**config.mk**
```make
export PLATFORM = sky130hd
export DESIGN_NAME = instruction_fetch_unit
export DESIGN_NICKNAME = d
export VERILOG_FILES = /design/src/rtl/instruction_fetch_unit.sv
export SDC_FILE = /design/constraint.sdc
export NUM_CORES = 1
export LEC_CHECK = 0
export CORE_UTILIZATION = 35
export CTS_CLUSTER_DIAMETER = 40
export DETAILED_ROUTE_END_ITERATION = 12
export GPL_TIMING_DRIVEN = 0
export PLACE_DENSITY = 0.67
export SYNTH_ARGS = -nofsm -noshare
export SYNTH_HDL_FRONTEND = slang
export SYNTH_SLANG_ARGS = --single-unit
export TNS_END_PERCENT = 20
```
**constraint.sdc**
```tcl
create_clock -name clk -period 8.1 [get_ports clk]
set_clock_uncertainty 0.15 [all_clocks]
set_input_delay 1.62 -clock clk [delete_from_list [all_inputs] [get_ports clk]]
set_output_delay 1.62 -clock clk [all_outputs]
set_load 0.01 [all_outputs]
```
**src/rtl/instruction_fetch_unit.sv**
```systemverilog
// Instruction fetch stage: owns the fetch PC, runs one outstanding word read at a time,
// buffers returned words in a small FIFO and presents them to decode through the IF/ID register.
module instruction_fetch_unit #(
  parameter logic [31:0] RESET_PC   = 32'h0000_0000,
  parameter int          FIFO_DEPTH = 2,
  parameter logic [31:0] NOP_INSTR  = 32'h0000_0013
) (
  input  logic        clk,
  input  logic        reset,
  input  logic        stall,
  input  logic        branch_taken,
  input  logic [31:0] branch_target,
  output logic        imem_read,
  output logic [31:0] imem_address,
  input  logic        imem_busy_wait,
  input  logic [31:0] imem_readdata,
  output logic [31:0] instruction,
  output logic [31:0] pc_out,
  output logic [31:0] pc_plus4,
  output logic        instr_valid
);

  localparam int PTR_W = (FIFO_DEPTH > 1) ? $clog2(FIFO_DEPTH) : 1;
  localparam int CNT_W = PTR_W + 1;
  localparam logic [CNT_W-1:0] DEPTH_C = CNT_W'(FIFO_DEPTH);

  typedef enum logic [1:0] {
    ST_FETCH   = 2'd0,
    ST_WAIT    = 2'd1,
    ST_DISCARD = 2'd2
  } state_e;

  state_e           state_r;
  state_e           state_s;
  logic [31:0]      fifo_pc_r   [FIFO_DEPTH];
  logic [31:0]      fifo_data_r [FIFO_DEPTH];
  logic [PTR_W-1:0] rd_ptr_r;
  logic [PTR_W-1:0] wr_ptr_r;
  logic [CNT_W-1:0] count_r;
  logic [CNT_W-1:0] count_after_s;
  logic [31:0]      fetch_pc_r;
  logic [31:0]      fetch_pc_s;
  logic [31:0]      redirect_pc_s;
  logic             push_s;
  logic             pop_s;
  logic             issue_s;
  logic             empty_s;

  // State register for the fetch FSM
  always_ff @(posedge clk) begin
    if (!reset) begin
      state_r <= ST_FETCH;
    end else begin
      state_r <= state_s;
    end
  end

  // Next-state logic: a completing read may immediately launch the next one when room remains
  always_comb begin
    state_s = ST_FETCH;
    case (state_r)
      ST_FETCH: begin
        if (issue_s) begin
          state_s = ST_WAIT;
        end else begin
          state_s = ST_FETCH;
        end
      end
      ST_WAIT: begin
        if (imem_busy_wait) begin
          state_s = branch_taken ? ST_DISCARD : ST_WAIT;
        end else begin
          state_s = issue_s ? ST_WAIT : ST_FETCH;
        end
      end
      ST_DISCARD: begin
        if (imem_busy_wait) begin
          state_s = ST_DISCARD;
        end else begin
          state_s = ST_FETCH;
        end
      end
      default: state_s = ST_FETCH;
    endcase
  end

  // Control strobes; a redirect suppresses push, pop and issue on the same edge
  always_comb begin
    redirect_pc_s = branch_target & ~32'd3;
    empty_s       = (count_r == {CNT_W{1'b0}});
    pop_s         = !stall && !branch_taken && !empty_s;
    push_s        = (state_r == ST_WAIT) && !imem_busy_wait && !branch_taken;
    count_after_s = count_r + CNT_W'(push_s) - CNT_W'(pop_s);
    issue_s       = !branch_taken && ((state_r == ST_FETCH) || push_s) && (count_after_s < DEPTH_C);
    if (branch_taken) begin
      fetch_pc_s = redirect_pc_s;
    end else if (push_s) begin
      fetch_pc_s = fetch_pc_r + 32'd4;
    end else begin
      fetch_pc_s = fetch_pc_r;
    end
  end

  // Fetch PC and the memory request port; the address only moves when a new read is issued
  always_ff @(posedge clk) begin
    if (!reset) begin
      fetch_pc_r   <= RESET_PC;
      imem_read    <= 1'b0;
      imem_address <= RESET_PC;
    end else begin
      fetch_pc_r <= fetch_pc_s;
      imem_read  <= (state_s != ST_FETCH);
      if (issue_s) begin
        imem_address <= fetch_pc_s;
      end
    end
  end

  // Fetched-instruction FIFO, flushed by a redirect
  always_ff @(posedge clk) begin
    if (!reset) begin
      rd_ptr_r <= {PTR_W{1'b0}};
      wr_ptr_r <= {PTR_W{1'b0}};
      count_r  <= {CNT_W{1'b0}};
      for (int i = 0; i < FIFO_DEPTH; i++) begin
        fifo_pc_r[i]   <= 32'h0000_0000;
        fifo_data_r[i] <= 32'h0000_0000;
      end
    end else if (branch_taken) begin
      rd_ptr_r <= {PTR_W{1'b0}};
      wr_ptr_r <= {PTR_W{1'b0}};
      count_r  <= {CNT_W{1'b0}};
    end else begin
      if (push_s) begin
        fifo_pc_r[wr_ptr_r]   <= fetch_pc_r;
        fifo_data_r[wr_ptr_r] <= imem_readdata;
        wr_ptr_r              <= wr_ptr_r + PTR_W'(1);
      end
      if (pop_s) begin
        rd_ptr_r <= rd_ptr_r + PTR_W'(1);
      end
      count_r <= count_after_s;
    end
  end

  // IF/ID register: pc_out/pc_plus4 keep their last values while no instruction is valid
  always_ff @(posedge clk) begin
    if (!reset) begin
      instruction <= NOP_INSTR;
      pc_out      <= 32'h0000_0000;
      pc_plus4    <= 32'h0000_0004;
      instr_valid <= 1'b0;
    end else if (branch_taken) begin
      instruction <= NOP_INSTR;
      instr_valid <= 1'b0;
    end else if (!stall) begin
      if (!empty_s) begin
        instruction <= fifo_data_r[rd_ptr_r];
        pc_out      <= fifo_pc_r[rd_ptr_r];
        pc_plus4    <= fifo_pc_r[rd_ptr_r] + 32'd4;
        instr_valid <= 1'b1;
      end else begin
        instruction <= NOP_INSTR;
        instr_valid <= 1'b0;
      end
    end
  end

endmodule

```
# Word level (Yosys, flattened, before mapping)
# Memories as Yosys holds them, arrays and structs flattened. A register that Yosys moved wholly into a read port is not among the register bits.
# Cells that the tools add are included.
# W data, S select, Z words.
dict set report op_classes {
  magnitude_cmp 1
  n_addsub 6
  bitwise_logic 4
  eq_ne 2
  reduce_logical 18
  n_mux 24
}
# op n
set op_table {}
lappend op_table {{$mux W32} 5}
lappend op_table {{$add A32 B3 Y32 const B} 2}
lappend op_table {{$reduce_or A32 Y1} 2}
lappend op_table {{$mux W1} 15}
lappend op_table {{$logic_and A1 B1 Y1} 6}
lappend op_table {{$mux W2} 3}
lappend op_table {{$pmux W2 S3} 1}
lappend op_table {{$logic_not A1 Y1} 4}
lappend op_table {{$logic_not A2 Y1} 2}
lappend op_table {{$not A1 Y1} 4}
lappend op_table {{$reduce_and A3 Y1} 1}
lappend op_table {{$add A1 B1 Y1 const B} 2}
lappend op_table {{$add A2 B1 Y2} 1}
lappend op_table {{$eq A2 B1 Y1 const B} 1}
lappend op_table {{$eq A2 B2 Y1 const B} 1}
lappend op_table {{$lt A2 B2 Y1 const B} 1}
lappend op_table {{$reduce_bool A2 Y1} 1}
lappend op_table {{$reduce_or A2 Y1} 1}
lappend op_table {{$sub A2 B1 Y2} 1}
lappend op_table {{$logic_or A1 B1 Y1} 1}
dict set report totals {
  input_bits 69
  memories 2
  ramBits 128
  regBits 168
  word_cells 68
  output_inout_bits 130
}
# memory depth word_bits rd rd_clocked_by_memory_dff wr line
set memory_table {}
lappend memory_table {fifo_data_r 2 32 1 1 2 36} ;# logic [31:0] fifo_data_r [FIFO_DEPTH];
lappend memory_table {fifo_pc_r 2 32 1 1 2 35} ;# logic [31:0] fifo_pc_r [FIFO_DEPTH];

# Depth between registers and ports, before layout
dict set report depth {
  word_depth 11
  ltp_mapped 13
  ltp_nobuf 9
}

# Worst setup path before layout
# OpenSTA, ideal clock, no wires.
dict set report synth_timing {
  path_kind {input to register}
  from {in branch_taken}
  to {mem fifo_data_r[0][0] (enable)}
  path_stages 2
  n_path_buf 0
  t_arrival_ns 6.703
  required_ns 7.376
  setup_ns 0.574
  setup_slack_ns 0.672
  cell_sequence {or4b_4 > o21ai_0}
}
# element line
set synth_rtl {}
lappend synth_rtl {{start: declaration} 11} ;# input logic branch_taken,
lappend synth_rtl {{end: declaration} 36}

# Worst setup path in the final report
dict set report layout_timing {
  from {in stall}
  to {reg imem_address[24]}
}
dict set report layout_between {
  elab_chain_len 6
}
# element line
set layout_lines {}
lappend layout_lines {{start: declaration} 10} ;# input logic stall,
lappend layout_lines {{$logic_not A1 Y1} --}
lappend layout_lines {{$logic_and A1 B1 Y1 (2 in series)} 91} ;# pop_s = !stall && !branch_taken && !empty_s;
lappend layout_lines {{$sub A2 B1 Y2} 93} ;# count_after_s = count_r + CNT_W'(push_s) - CNT_W'(pop_s);
lappend layout_lines {{$lt A2 B2 Y1} 94} ;# issue_s = !branch_taken && ((state_r == ST_FETCH) || push_s) && (count_after_s < DEPTH_C);
lappend layout_lines {{$logic_and A1 B1 Y1} 94}
lappend layout_lines {{end signal: assignment} 114} ;# imem_address <= fetch_pc_s;
lappend layout_lines {{end: declaration} 14} ;# output logic [31:0] imem_address,
# Every way passes these cells.
# A chain may end at the register's enable or synchronous reset.

==> metrics.yaml <==
slew_viol_final: 0
crit_path_end_kind: "flop"
synthDistinctLibCells: 68
viasPerCell: 5.21
r2r_end: "imem_address[24]"
tightest_slew_ns: 0.957
clk_latency_ns: 0.52
overflow: 0
max_freq_mhz: 172
gp_congestion: 0.892
route.detailed.drc: 0
wl_met3_mm: 2.55
multi_input_area_um2: 5210
highest_layer: "met4"
rsz0062_at_grt: "false"
register_area_um2: 7190
async_reset_ff_share_pct: 0
drt-total-wl_mm: 38.1
synth_warnings: 0
grtUsageTotal_pct: 19.8
slew_headroom_pct: 35.6
hold_path_class: "flop to flop"
antenna_found_initial: 2
synth_cells: 1240
core-area_um2: 35800
ys_seq_area_share_pct: 56.0
mostFrequentLayoutCell: "clkdlybuf4s50_1"
cts_tree: "yes"
whs_path_depth: 1
grt_pass1_wl_mm: 58.2
synth.net_count: 1312
setup_viol: 0
synth-edff-count: 128
worstRegToRegCells: 12
worst-setup-path-type: "input port to flop"
ir_drop_uv: 120
hold_viol_final: 0
drive_above_1_share_pct: 7.96
cp-start-kind: "input port"
p_leak_nw: 5.69
hp-start: "pc_plus4[2]"
drtPass1Iterations: 7
dp_slack_ns: 1.73
synthFlopType: "dfxtp_1"
period_minus_slack_ns: 5.81
fin_crit_sh_pct: 71.7
std_cell_rows: 69
synthTopCellsByArea: "edfxtp_1 (30%), dfxtp_1 (26%), and2_1 (6.2%)"
initial_core_util_pct: 35.9
ctsHoldBuffers: 0
cts.sinks: 295
syn_area_um2: 12800
met1_length_mm: 17.2
status: "completed"
cp_max_fo: 10
cts_resized: 0
die_w_um: 194
syn_avg_cell_area_um2: 10.4
cts.clk_slew.worst_paths_ns: 0.06
r2r-start: "count_r[1]"
worst_slack_ns: 2.29
p_total_w: 0.00370
cap_violations: 0
yosys.area.top_type: "edfxtp_1"
ios: 199
nets: 1550
hpwlAfterDp_mm: 28.0
grt_max_degree: 65
detail-route-antenna-nets: 0
n_fill_cell: 3247
wire_per_inst_um: 19.3
htree_levels: 2
yosys.area.top_type_share_pct: 29.9
cts_buffers: 39
final_cell_mix: "clkdlybuf4s50_1 (195), dfxtp_1 (167), nor2_1 (133)"
power_density_nw_per_um2: 220
cp_data_required_time_ns: 8.34
drtIter0Drc: 909
post-cts-setup-buffers: 0
cts-root-buf: "clkbuf_16"
r2r_slack_ns: 3.59
dieHeight_um: 194
place.port_buffers: 195
ys_ff_latch: 295
dieArea_um2: 37500
area_delta_synth_final_pct: 31.3
cts.path.max_buffers: 3
hold-path-endpoint: "pc_plus4[2]"
route.met2.wl_mm: 17.3
critPathArrivalTime_ns: 6.04
vias: 10300
grt_pass1_vias: 9883
cell usage after synthesis (5+ instances only):
library cell,count
nand4_1,18
o211ai_1,5
nand3b_1,5
o21ai_0,62
or4_1,5
and3_1,11
clkbuf_1,64
xor2_1,11
nor2_1,133
nor3_1,28
nor4_1,12
and2_1,127
o31ai_1,6
dfxtp_1,167
nand2_1,51
a31oi_1,8
mux2i_1,61
a21oi_1,74
buf_2,12
xnor2_1,28
buf_1,10
a211oi_1,46
edfxtp_1,128
inv_1,8
mux2_2,9
o311ai_0,11
nand3_1,66
layer usage:
| layer | global-route usage (%) | up-vias |
|---|---|---|
| met5 | 0 | - |
| met4 | 6.79 | 0 |
| met3 | 3.42 | 73 |
| met2 | 31.4 | 369 |
| met1 | 27.2 | 4867 |
| li1 | - | 4954 |
cells by family (layout without fill, tap and decap cells):
group / Yosys count / after routing / synth area share, %
xor gates and xnor gates: 39 / 39 / 2.66
DFF: 295 / 295 / 56.0
adders and majority gates: 3 / 3 / 0.292
other: 0 / 2 / 0
AOI/OAI and AO/OA: 239 / 239 / 11.6
muxes: 70 / 70 / 5.54
buffers and inverters: 103 / 370 / 3.63
and+or+nand+nor: 491 / 491 / 20.3
worst max path at each step:
stage | start | to | depth (start not counted)
floorplan | branch_taken | fifo_data_r[0][0] | 2
CTS | stall | imem_address[24] | 13
global route | stall | imem_address[24] | 13
global placement | imem_busy_wait | fifo_data_r[0][2] | 3
detailed placement | stall | imem_address[19] | 13
finish | stall | imem_address[24] | 13
registers in the layout, indices dropped and copies added, names as in the netlist, 2 cells and up, named ones only:
register	cells
count_r	2
fetch_pc_r	32
fifo_data_r	64
fifo_pc_r	64
imem_address	32
instruction	32
pc_out	32
pc_plus4	30
state_r	2
report_power, final:
part           total (W)  switching, W  leakage [nW]  internal [W]
Clock            0.00184      0.000681         0.697       0.00116
Combinational   0.000226      0.000129          2.30     0.0000968
Sequential       0.00164     0.0000364          2.69       0.00160
Total            0.00370      0.000847          5.69       0.00286
stage by stage:
stage               utilization (%)  hold slack, ns  cell area [um^2]  std cells  setup TNS, ns
detailed placement             43.1           0.293             15400       1898              0
global route                   47.1           0.317             16900       1969              0
finish                         47.1           0.301             16900       1970              0
CTS                            47.1           0.307             16900       1968              0
global placement               42.9           0.290             15400       1896        -154.26
floorplan                         -           0.322             12800       1240              0
worst max-delay path: stages:
cell	delay [ns]
clkdlybuf4s50_1	0.63
o21bai_1	0.29
clkbuf_1	0.46
buf_1	0.52
xnor2_1	0.18
nor2_1	0.06
ha_1	0.24
xnor2_1	0.35
o211a_1	0.22
o211a_1	0.31
buf_1	0.62
clkbuf_1	0.41
a21oi_1	0.12
final cells by class:
type,count,area share (%)
diodes,2,0.0297
plain buffers,95,2.59
clock buffers,52,7.14
clock inverters,18,1.30
inverters,8,0.178
multi-input cells,842,30.9
flip-flops and latches,295,42.6
well taps,461,3.42
repair buffers,197,11.9
No activity file was read; power rests on OpenSTA's default activity.
